### src/rtl/mac_pkg.sv
// Shared defaults and FSM state encoding for the MAC sequencing controller.
package mac_pkg;

    localparam int BW_DEF      = 4;
    localparam int PSUM_BW_DEF = 16;
    localparam int LEN_W       = 8;
    localparam int WAIT_W      = 3;

    typedef enum logic [1:0] {
        ST_IDLE  = 2'd0,
        ST_FETCH = 2'd1,
        ST_WAIT  = 2'd2,
        ST_DONE  = 2'd3
    } state_t;

endpackage

### src/rtl/mac_seq_ctrl.sv
// Sequences a dot-product job through an external MAC one 4-element group
// at a time, feeding the running sum back as psum_in and presenting the
// final accumulator through a valid/ready handshake.
module mac_seq_ctrl
    import mac_pkg::*;
#(
    parameter int bw      = BW_DEF,
    parameter int psum_bw = PSUM_BW_DEF,
    parameter int MAC_LAT = 1
) (
    input  logic               clk,
    input  logic               reset,
    input  logic               start,
    input  logic [LEN_W-1:0]   len,
    input  logic               in_valid,
    output logic               in_ready,
    input  logic [4*bw-1:0]    x_in,
    input  logic [4*bw-1:0]    w_in,
    output logic [4*bw-1:0]    mac_x,
    output logic [4*bw-1:0]    mac_w,
    output logic [psum_bw-1:0] mac_psum,
    input  logic [psum_bw-1:0] mac_out,
    output logic               out_valid,
    input  logic               out_ready,
    output logic [psum_bw-1:0] out_psum,
    output logic               busy
);

    localparam logic [WAIT_W-1:0] LAT_LOAD = WAIT_W'(MAC_LAT);

    state_t                    state;
    state_t                    state_nxt;
    logic [LEN_W-1:0]          len_q;
    logic [LEN_W-1:0]          cnt_q;
    logic [WAIT_W-1:0]         wait_q;
    logic signed [psum_bw-1:0] acc;

    logic job_clear;
    logic grp_accept;
    logic grp_capture;

    // The group being captured is the last one when the incremented count
    // reaches the latched length; widened so len=255 cannot wrap.
    function automatic logic is_last_group(input logic [LEN_W-1:0] cnt,
                                           input logic [LEN_W-1:0] total);
        return ({1'b0, cnt} + {{LEN_W{1'b0}}, 1'b1}) == {1'b0, total};
    endfunction

    assign out_psum = acc;

    // State register.
    always_ff @(posedge clk) begin
        if (reset) begin
            state <= ST_IDLE;
        end else begin
            state <= state_nxt;
        end
    end

    // Next-state, handshake outputs and datapath strobes; reset masks every
    // handshake so nothing can be accepted or emitted while it is asserted.
    always_comb begin
        state_nxt   = state;
        in_ready    = 1'b0;
        out_valid   = 1'b0;
        busy        = 1'b0;
        job_clear   = 1'b0;
        grp_accept  = 1'b0;
        grp_capture = 1'b0;
        if (!reset) begin
            busy = (state != ST_IDLE);
            case (state)
                ST_IDLE: begin
                    if (start) begin
                        job_clear = 1'b1;
                        state_nxt = (len != '0) ? ST_FETCH : ST_DONE;
                    end
                end
                ST_FETCH: begin
                    in_ready = 1'b1;
                    if (in_valid) begin
                        grp_accept = 1'b1;
                        state_nxt  = ST_WAIT;
                    end
                end
                ST_WAIT: begin
                    if (wait_q == WAIT_W'(1)) begin
                        grp_capture = 1'b1;
                        state_nxt   = is_last_group(cnt_q, len_q) ? ST_DONE : ST_FETCH;
                    end
                end
                ST_DONE: begin
                    out_valid = 1'b1;
                    if (out_ready) begin
                        state_nxt = ST_IDLE;
                    end
                end
                default: state_nxt = ST_IDLE;
            endcase
        end
    end

    // Job bookkeeping, MAC operand registers and accumulator capture.
    always_ff @(posedge clk) begin
        if (reset) begin
            len_q    <= '0;
            cnt_q    <= '0;
            wait_q   <= '0;
            acc      <= '0;
            mac_x    <= '0;
            mac_w    <= '0;
            mac_psum <= '0;
        end else begin
            if (job_clear) begin
                len_q <= len;
                cnt_q <= '0;
                acc   <= '0;
            end
            if (grp_accept) begin
                mac_x    <= x_in;
                mac_w    <= w_in;
                mac_psum <= acc;
                wait_q   <= LAT_LOAD;
            end
            if (state == ST_WAIT) begin
                wait_q <= wait_q - WAIT_W'(1);
            end
            if (grp_capture) begin
                acc   <= mac_out;
                cnt_q <= cnt_q + LEN_W'(1);
            end
        end
    end

endmodule

### config.mk
export PLATFORM = sky130hd
export DESIGN_NAME = mac_seq_ctrl
export DESIGN_NICKNAME = d
export VERILOG_FILES = /design/src/rtl/mac_pkg.sv /design/src/rtl/mac_seq_ctrl.sv
export SDC_FILE = /design/constraint.sdc
export NUM_CORES = 1
export LEC_CHECK = 0
export CORE_UTILIZATION = 44
export CTS_CLUSTER_SIZE = 40
export DETAILED_ROUTE_END_ITERATION = 8
export PLACE_DENSITY = 0.77
export SKIP_LAST_GASP = 1
export SLEW_MARGIN = 20
export SYNTH_ARGS = -nofsm -noshare
export SYNTH_HDL_FRONTEND = slang
export SYNTH_SLANG_ARGS = --single-unit
### constraint.sdc
create_clock -name clk -period 2.3 [get_ports clk]
set_input_delay 0.23 -clock clk [delete_from_list [all_inputs] [get_ports clk]]
set_output_delay 0.23 -clock clk [all_outputs]
set_load 0.02 [all_outputs]
==> results.toml, run 1 <==
[outcome]
status = "completed"

[timing]
min_period_ps = 2128
fin_skew_ps = 6.185
rsz0062_at_grt = "no"
maxSlewHeadroom_pct = 61.66
finalSetupViolations = 0
hold_viol_final = 0
setup_tns_ps = 0
clock.fmax_mhz = 470.0
period_share_pct = 92.51
slew_violations = 0
worst_slew_pin_slew_ps = 572.0
holdWs_ps = 315.4

[final_layout]
final_cell_mix = "126 x clkdlybuf4s50_1, 85 x dfxtp_1, 61 x nand2_1"
diodes = 0
final_layout_size_suffix_gt1_share_pct = 6.863
final_common_cell = "clkdlybuf4s50_1"
fin_nets = 570
synthToLayoutAreaGrowth_pct = 43.56

[logic_synthesis]
ys_seq_area_share_pct = 48.80
ys_warn_count = 0
synth_cell_type_count = 44
synth_cells = 390
async_reset_ff_share_pct = 0
synthFlopType = "dfxtp_1"
synth_edf_count = 0
synth_seq_cells = 85
synth_area_per_cell_um2 = 8.941
syn-cell-area_um2 = 3487
syn_nets = 454

[clock_network]
cts_tree = "built"
cts_sinks = 85
clk_latency_ps = 330
hold_buffers = 0
post_cts_resized = 0
clk_path_buf_depth = 2
cts_buffers = 9
htreeDepth = 3
cts-root-buf = "clkbuf_8"
clkTransAtPathRegs_ps = 80
cts_setup_buffers = 0

[global_route]
grt_use_met2_pct = 34.72
grt_first_pass_wirelength_mm = 13.39
overflow = 0
gr-usage-all-layers_pct = 20.16
use_met3_pct = 3.853
first_global_vias = 2826
antenna_found_initial = 0
grt_use_met1_pct = 24.40
grt_max_degree = 97
grt-busiest-layer = "met2"

[detailed_routing]
via_per_inst = 5.000
ant_nets = 0
drc = 0
vias = 3060
routed_wirelength_mm = 8.237
dr.pass1.iters = 5
wl_per_cell_um = 13.46
dr.first_iter.drc_count = 118

[setup_path]
crit_type = "reg -> out"
critPathArrivalTime_ps = 1900
required_ps = 2070
cp-end-kind = "output port"
r2r_start = "state[1]$_SDFFE_PP0P_"
critPathLaunchType = "flop"
crit_start = "state[0]$_SDFFE_PP0P_"
worstPathMaxFanout = 11

[worst_hold_path]
hold_path.startpoint = "reset"
hp-class = "in -> reg"

[power_and_ir_drop]
power.density_nw_per_um2 = 614.3
max-vdd-ir-drop_uv = 414.3
leakagePower_nw = 1.796
power.total_mw = 3.075

[floorplanning]
fp.coreArea_um2 = 7687
core.rowCount = 32
die_w_um = 91.03
dieArea_um2 = 8286
start_util_pct = 45.36
io_pins = 128
die_y_um = 91.03

[job]
maxCapViolCount = 0

[placed_design]
dp_hpwl_mm = 5.976
place.gp.congestion = 0.8704
portBuffers = 127
==> flip-flops by register name, indices dropped and copies added, names as in the netlist <==
register and count:
mac_psum 16, out_psum 16, len_q 8, state 2
wait_q 3, mac_x 16, mac_w 16, cnt_q 8
==> layer usage <==
layer  share of wire, %  vias up
met5                  0        -
met4                1.7        0
met3                5.3       10
met2                 49      105
met1                 44     1382
li1                   -     1563
==> per-stage QoR <==
| stage | setup slack, ps | instance area, µm² | utilization (%) | instances |
|---|---|---|---|---|
| 5_1_grt | 20.03 | 5006 | 65.12 | 612 |
| 6_report | 172.2 | 5006 | 65.12 | 612 |
| 3_3_place_gp | 548.2 | 4807 | 62.53 | 597 |
| 3_5_place_dp | 521.6 | 4807 | 62.53 | 597 |
| 4_1_cts | 143.0 | 5006 | 65.12 | 612 |
| 2_1_floorplan | 578.9 | 3487 | - | 390 |
==> path summary, 6_finish.rpt <==
path | slack (ps) | end | cells after the start
min reg2reg | 460 | mac_psum[10]$_SDFFE_PP0P_ | 2
max | 170 | in_ready | 3
min | 320 | len_q[4]$_SDFFE_PP0P_ | 2
max reg2reg | 540 | out_psum[11]$_SDFFE_PP0P_ | 5
==> report_power, final <==
part | switching, mW | leakage, nW | internal (mW)
Sequential | 0.0450 | 0.689 | 1.53
Clock | 0.491 | 0.101 | 0.552
Combinational | 0.214 | 1.01 | 0.246
==> Yosys cell counts (2+ instances only) <==
cell,n,area (µm²)
dfxtp_1,85,1702
nand2_1,61,229.0
nand2b_1,51,319.1
o21ai_0,51,255.2
a22o_1,18,157.7
nor2_1,13,48.80
a21oi_1,12,60.06
clkbuf_1,11,41.29
o21ai_1,11,55.05
buf_2,10,50.05
mux2i_1,8,80.08
buf_4,6,45.04
xnor2_1,4,35.03
xor2_1,4,35.03
and2_1,3,18.77
ha_1,3,37.54
inv_1,3,11.26
nor3_1,3,15.01
nor4_1,3,18.77
o31ai_1,3,22.52
a2111oi_0,2,17.52
a211oi_1,2,15.01
nand3_1,2,10.01
==> layout make-up <==
type / instances / area (µm²)
Fill cell: 659 / 2681
Sequential cell: 85 / 1702
Multi-Input combinational cell: 273 / 1639
Timing Repair Buffer: 133 / 1324
Clock buffer: 11 / 151.4
Tap cell: 102 / 127.6
Clock inverter: 4 / 47.55
Inverter: 4 / 15.01
==> critical path, stage by stage (launching register included) <==
cell and delay [ps]:
dfxtp_1 520, inv_2 150, nor3_1 250, clkdlybuf4s50_1 650
==> cell families (layout without fill, tap and decap cells) <==
logic type	after synthesis	in the layout	share of synthesized area, %
compound gates	108	108	19.16
xor+xnor	8	8	2.009
fa+ha+maj	3	3	1.077
buf+inv	32	152	4.485
flops	85	85	48.80
mux	8	8	2.296
simple gates	146	146	22.17
(Power assumes the default switching activity.)
==> run 2: changes to the inputs <==
- PLACE_DENSITY: 0.77 -> 0.79
==> results.toml, run 2 (synthesis gave the netlist of run 1 again) <==
[outcome]
status = "completed"

[final_layout]
fin_nets = 570
final_common_cell = "clkdlybuf4s50_1"
synthToLayoutAreaGrowth_pct = 43.09
stdcell_count = 613
design_area_um2 = 4990
ff_latch_area_um2 = 1702
final_cell_mix = "126 x clkdlybuf4s50_1, 85 x dfxtp_1, 61 x nand2_1"
final_layout_size_suffix_gt1_share_pct = 7.045
diodes = 0
multi_input_area_um2 = 1639
fillers = 663
fin_util_pct = 64.91

[setup_path]
critPathMaxStageDelay_ps = 640
worstPathMaxFanout = 11
slowest_stage = "clkdlybuf4s50_1"
required_ps = 2070
crit_type = "reg -> out"
cp_cell_sequence = "inv_2 > nor3_1 > clkdlybuf4s50_1"
cp-end-kind = "output port"
critPathLaunchType = "flop"
critPathArrivalTime_ps = 1930

[clock_network]
cts-root-buf = "clkbuf_8"
cts_sinks = 85
htreeDepth = 3
clkTransAtPathRegs_ps = 90
clk_path_buf_depth = 2
clk_latency_ps = 350
cts_buffers = 9
cts_setup_buffers = 0
post_cts_resized = 0
cts_tree = "built"
hold_buffers = 0

[floorplanning]
dieArea_um2 = 8286
fp.coreArea_um2 = 7687
start_util_pct = 45.36
core.rowCount = 32
die_w_um = 91.03
io_pins = 128
die_y_um = 91.03

[placed_design]
dpl-instance-area_um2 = 4807
place.gp.congestion = 0.7966
portBuffers = 127
dp.cells = 597
dp_hpwl_mm = 5.964

[job]
maxCapViolCount = 0

[detailed_routing]
routed_wirelength_mm = 8.438
via_per_inst = 5.016
vias = 3075
dr.first_iter.drc_count = 131
drc = 0
ant_nets = 0
wl_per_cell_um = 13.77
dr.pass1.iters = 4

[global_route]
grt_max_degree = 87
grt_first_pass_wirelength_mm = 14.08
antenna_found_initial = 0
gr-usage-all-layers_pct = 20.83
first_global_vias = 2948
overflow = 0

[power_and_ir_drop]
leakagePower_nw = 1.787
max-vdd-ir-drop_uv = 326.2
p_sw_uw = 839.7
p_int_mw = 2.183
netSwitchingFraction_pct = 27.78
p_comb_share_pct = 15.3
power.share.sequential_pct = 52.0
p_clk_share_pct = 32.7
power.density_nw_per_um2 = 605.7

[timing]
worst_slew_pin_slew_ps = 501.2
maxSlewHeadroom_pct = 66.55
min_period_ps = 2160
period_share_pct = 93.89
holdWs_ps = 276.5
hold_viol_final = 0
fin_skew_ps = 12.74
rsz0062_at_grt = "no"
finalSetupViolations = 0
slew_violations = 0
clock.fmax_mhz = 463.1
setup_tns_ps = 0

[worst_hold_path]
hp-class = "in -> reg"
==> run 2: cell types whose count changed in the layout (fill, tap and decap cells not counted), sizes merged <==
cell / change
clkinv: +1
bufinv: -1
clkbuf: -2
inv: +3
==> run 2: final timing paths <==
| path | from | end | slack (ps) | cells after the start |
|---|---|---|---|---|
| max | state[0]$_SDFFE_PP0P_ | in_ready | 140 | 3 |
| min | reset | len_q[0]$_SDFFE_PP0P_ | 280 | 2 |
| max reg2reg | state[0]$_SDFFE_PP0P_ | mac_x[0]$_SDFFE_PP0P_ | 430 | 5 |
| min reg2reg | out_psum[9]$_SDFFE_PP0P_ | mac_psum[9]$_SDFFE_PP0P_ | 460 | 2 |
==> run 2: per-layer routing <==
| metal | up-vias | wire length, µm | GRT usage, % |
|---|---|---|---|
| met5 | - | 0 | 0 |
| met4 | 0 | 122 | 7.937 |
| met2 | 100 | 4043 | 34.66 |
| met3 | 11 | 542 | 4.774 |
| met1 | 1399 | 3730 | 26.21 |
| li1 | 1565 | - | - |
==> run 2: power groups by stage <==
stage / registers, mW / clock network (mW) / logic (mW)
2_1_floorplan: 1.64 / 0 / 0.201
3_3_place_gp: 1.60 / 0 / 0.455
3_5_place_dp: 1.60 / 0 / 0.465
4_1_cts: 1.57 / 1.01 / 0.467
5_1_grt: 1.58 / 1.08 / 0.505
6_report: 1.57 / 0.989 / 0.463
==> run 2: per-stage QoR <==
stage | worst slack [ps] | power [mW]
floorplan | 578.9 | 1.838
global placement | 579.2 | 2.056
detailed placement | 461.9 | 2.069
CTS | 143.7 | 3.050
global route | 29.50 | 3.159
finish | 140.5 | 3.022
==> run 2: final cells by class <==
class | instances | share of cell area (%)
sequential | 85 | 34.10
multi-input combinational | 273 | 32.85
timing repair buffer | 133 | 26.53
tap | 102 | 2.558
clock buffer | 9 | 2.482
clock inverter | 7 | 1.179
inverter | 4 | 0.3009
==> run 2: worst max-delay path: cells and delay by family (launching register included) <==
| family | cells | cell delay, ps |
|---|---|---|
| flops | 1 | 540 |
| buf+inv | 2 | 800 |
| simple gates | 1 | 240 |
==> run 3: changes to the inputs <==
- clock period: 2.3 -> 2.35 ns (I/O delays scaled with it)
==> results.toml, run 3 (synthesis gave the netlist of run 1 again) <==
[setup_path]
rr_worst_depth = 6
critPathArrivalTime_ps = 1910
crit_type = "reg -> out"
required_ps = 2120
reg2reg_to = "state[1]$_SDFFE_PP0P_"
worstPathMaxFanout = 11
cp-end-kind = "output port"
r2r_start = "cnt_q[0]$_SDFFE_PP0P_"
regToRegSetupSlack_ps = 600
critPathLaunchType = "flop"

[floorplanning]
io_pins = 128
die_y_um = 91.03
die_w_um = 91.03
start_util_pct = 45.36
fp.coreArea_um2 = 7687
dieArea_um2 = 8286
core.rowCount = 32

[final_layout]
final_common_cell = "clkdlybuf4s50_1"
diodes = 0
fillers = 648
final_cell_mix = "126 x clkdlybuf4s50_1, 85 x dfxtp_1, 61 x nand2_1"
fin_nets = 570
ff_latch_area_um2 = 1702
synthToLayoutAreaGrowth_pct = 42.88
design_area_um2 = 4982
multi_input_area_um2 = 1639
final_layout_size_suffix_gt1_share_pct = 7.045

[job]
maxCapViolCount = 0

[placed_design]
dpl-instance-area_um2 = 4807
dp_hpwl_mm = 5.783
portBuffers = 127
place.gp.congestion = 0.8990
post-place-ws_ps = 590.6

[detailed_routing]
dr.pass1.iters = 4
ant_nets = 0
dr.first_iter.drc_count = 151
via_per_inst = 5.033
routed_wirelength_mm = 8.254
vias = 3085
drc = 0
wl_per_cell_um = 13.46

[timing]
period_share_pct = 91.11
hold_viol_final = 0
rsz0062_at_grt = "no"
slew_violations = 0
maxSlewHeadroom_pct = 65.01
finalSetupViolations = 0
setup_tns_ps = 0
setup_ws_ps = 208.9
clock.fmax_mhz = 467.1
holdWs_ps = 285.9
fin_skew_ps = 8.142
min_period_ps = 2141
worst_slew_pin_slew_ps = 524.2

[clock_network]
cts_buffers = 9
post_cts_resized = 0
cts_sinks = 85
clk_path_buf_depth = 2
cts-root-buf = "clkbuf_8"
hold_buffers = 0
cts_tree = "built"
clkTransAtPathRegs_ps = 80
clk_latency_ps = 360
htreeDepth = 3
cts_setup_buffers = 0

[worst_hold_path]
hp-class = "in -> reg"
holdPathEnd = "len_q[4]$_SDFFE_PP0P_"
hold_path.startpoint = "reset"
min_delay_path_depth = 2

[power_and_ir_drop]
max-vdd-ir-drop_uv = 337.5
leakagePower_nw = 1.780
power.density_nw_per_um2 = 584.7
power.total_mw = 2.913

[global_route]
grt_max_degree = 97
overflow = 0
grt_first_pass_wirelength_mm = 13.48
gr-usage-all-layers_pct = 20.17
first_global_vias = 2917
antenna_found_initial = 0

[outcome]
status = "completed"
run 3: changes by cell type in the layout (fill, tap and decap cells not counted), sizes merged:
| cell | change |
|---|---|
| clkinv | +1 |
| clkinvlp | +1 |
| inv | -2 |
run 3: layout make-up:
cell class                 count  share of cell area (%)
inverter                       4                  0.3014
multi-input combinational    273                   32.90
clock buffer                   9                   2.486
sequential                    85                   34.15
timing repair buffer         133                   26.57
clock inverter                 7                   1.030
tap                          102                   2.562
run 3: through the flow:
stage               cells  util [%]
CTS                   613     64.81
finish                613     64.81
floorplan             390         -
detailed placement    597     62.53
global route          613     64.81
global placement      597     62.53
run 3: worst max path at each step:
stage / startpoint / end / slack [ps] / cells past startpoint
6_report: state[0]$_SDFFE_PP0P_ / in_ready / 210 / 3
5_1_grt: state[0]$_SDFFE_PP0P_ / in_ready / 70 / 3
4_1_cts: state[0]$_SDFFE_PP0P_ / in_ready / 180 / 3
3_5_place_dp: cnt_q[0]$_SDFFE_PP0P_ / state[1]$_SDFFE_PP0P_ / 590 / 6
3_3_place_gp: state[0]$_SDFFE_PP0P_ / in_ready / 630 / 3
2_1_floorplan: state[0]$_SDFFE_PP0P_ / mac_psum[6]$_SDFFE_PP0P_ / 630 / 8
run 3: critical path, stage by stage (launching register included):
cell             delay [ps]
dfxtp_1                 510
inv_2                   150
nor3_1                  240
clkdlybuf4s50_1         650
run 3: routing by layer:
layer | GRT usage [%] | up-vias | wire length [µm]
met5 | 0 | - | 0
met2 | 32.77 | 97 | 3841
li1 | - | 1568 | -
met3 | 4.858 | 18 | 474
met1 | 25.21 | 1402 | 3714
met4 | 9.392 | 0 | 224
run 3: where the power goes:
| part | internal [mW] | switching (mW) | total, mW |
|---|---|---|---|
| clock | 0.387 | 0.535 | 0.922 |
| sequential | 1.49 | 0.0423 | 1.54 |
| combinational | 0.241 | 0.213 | 0.454 |
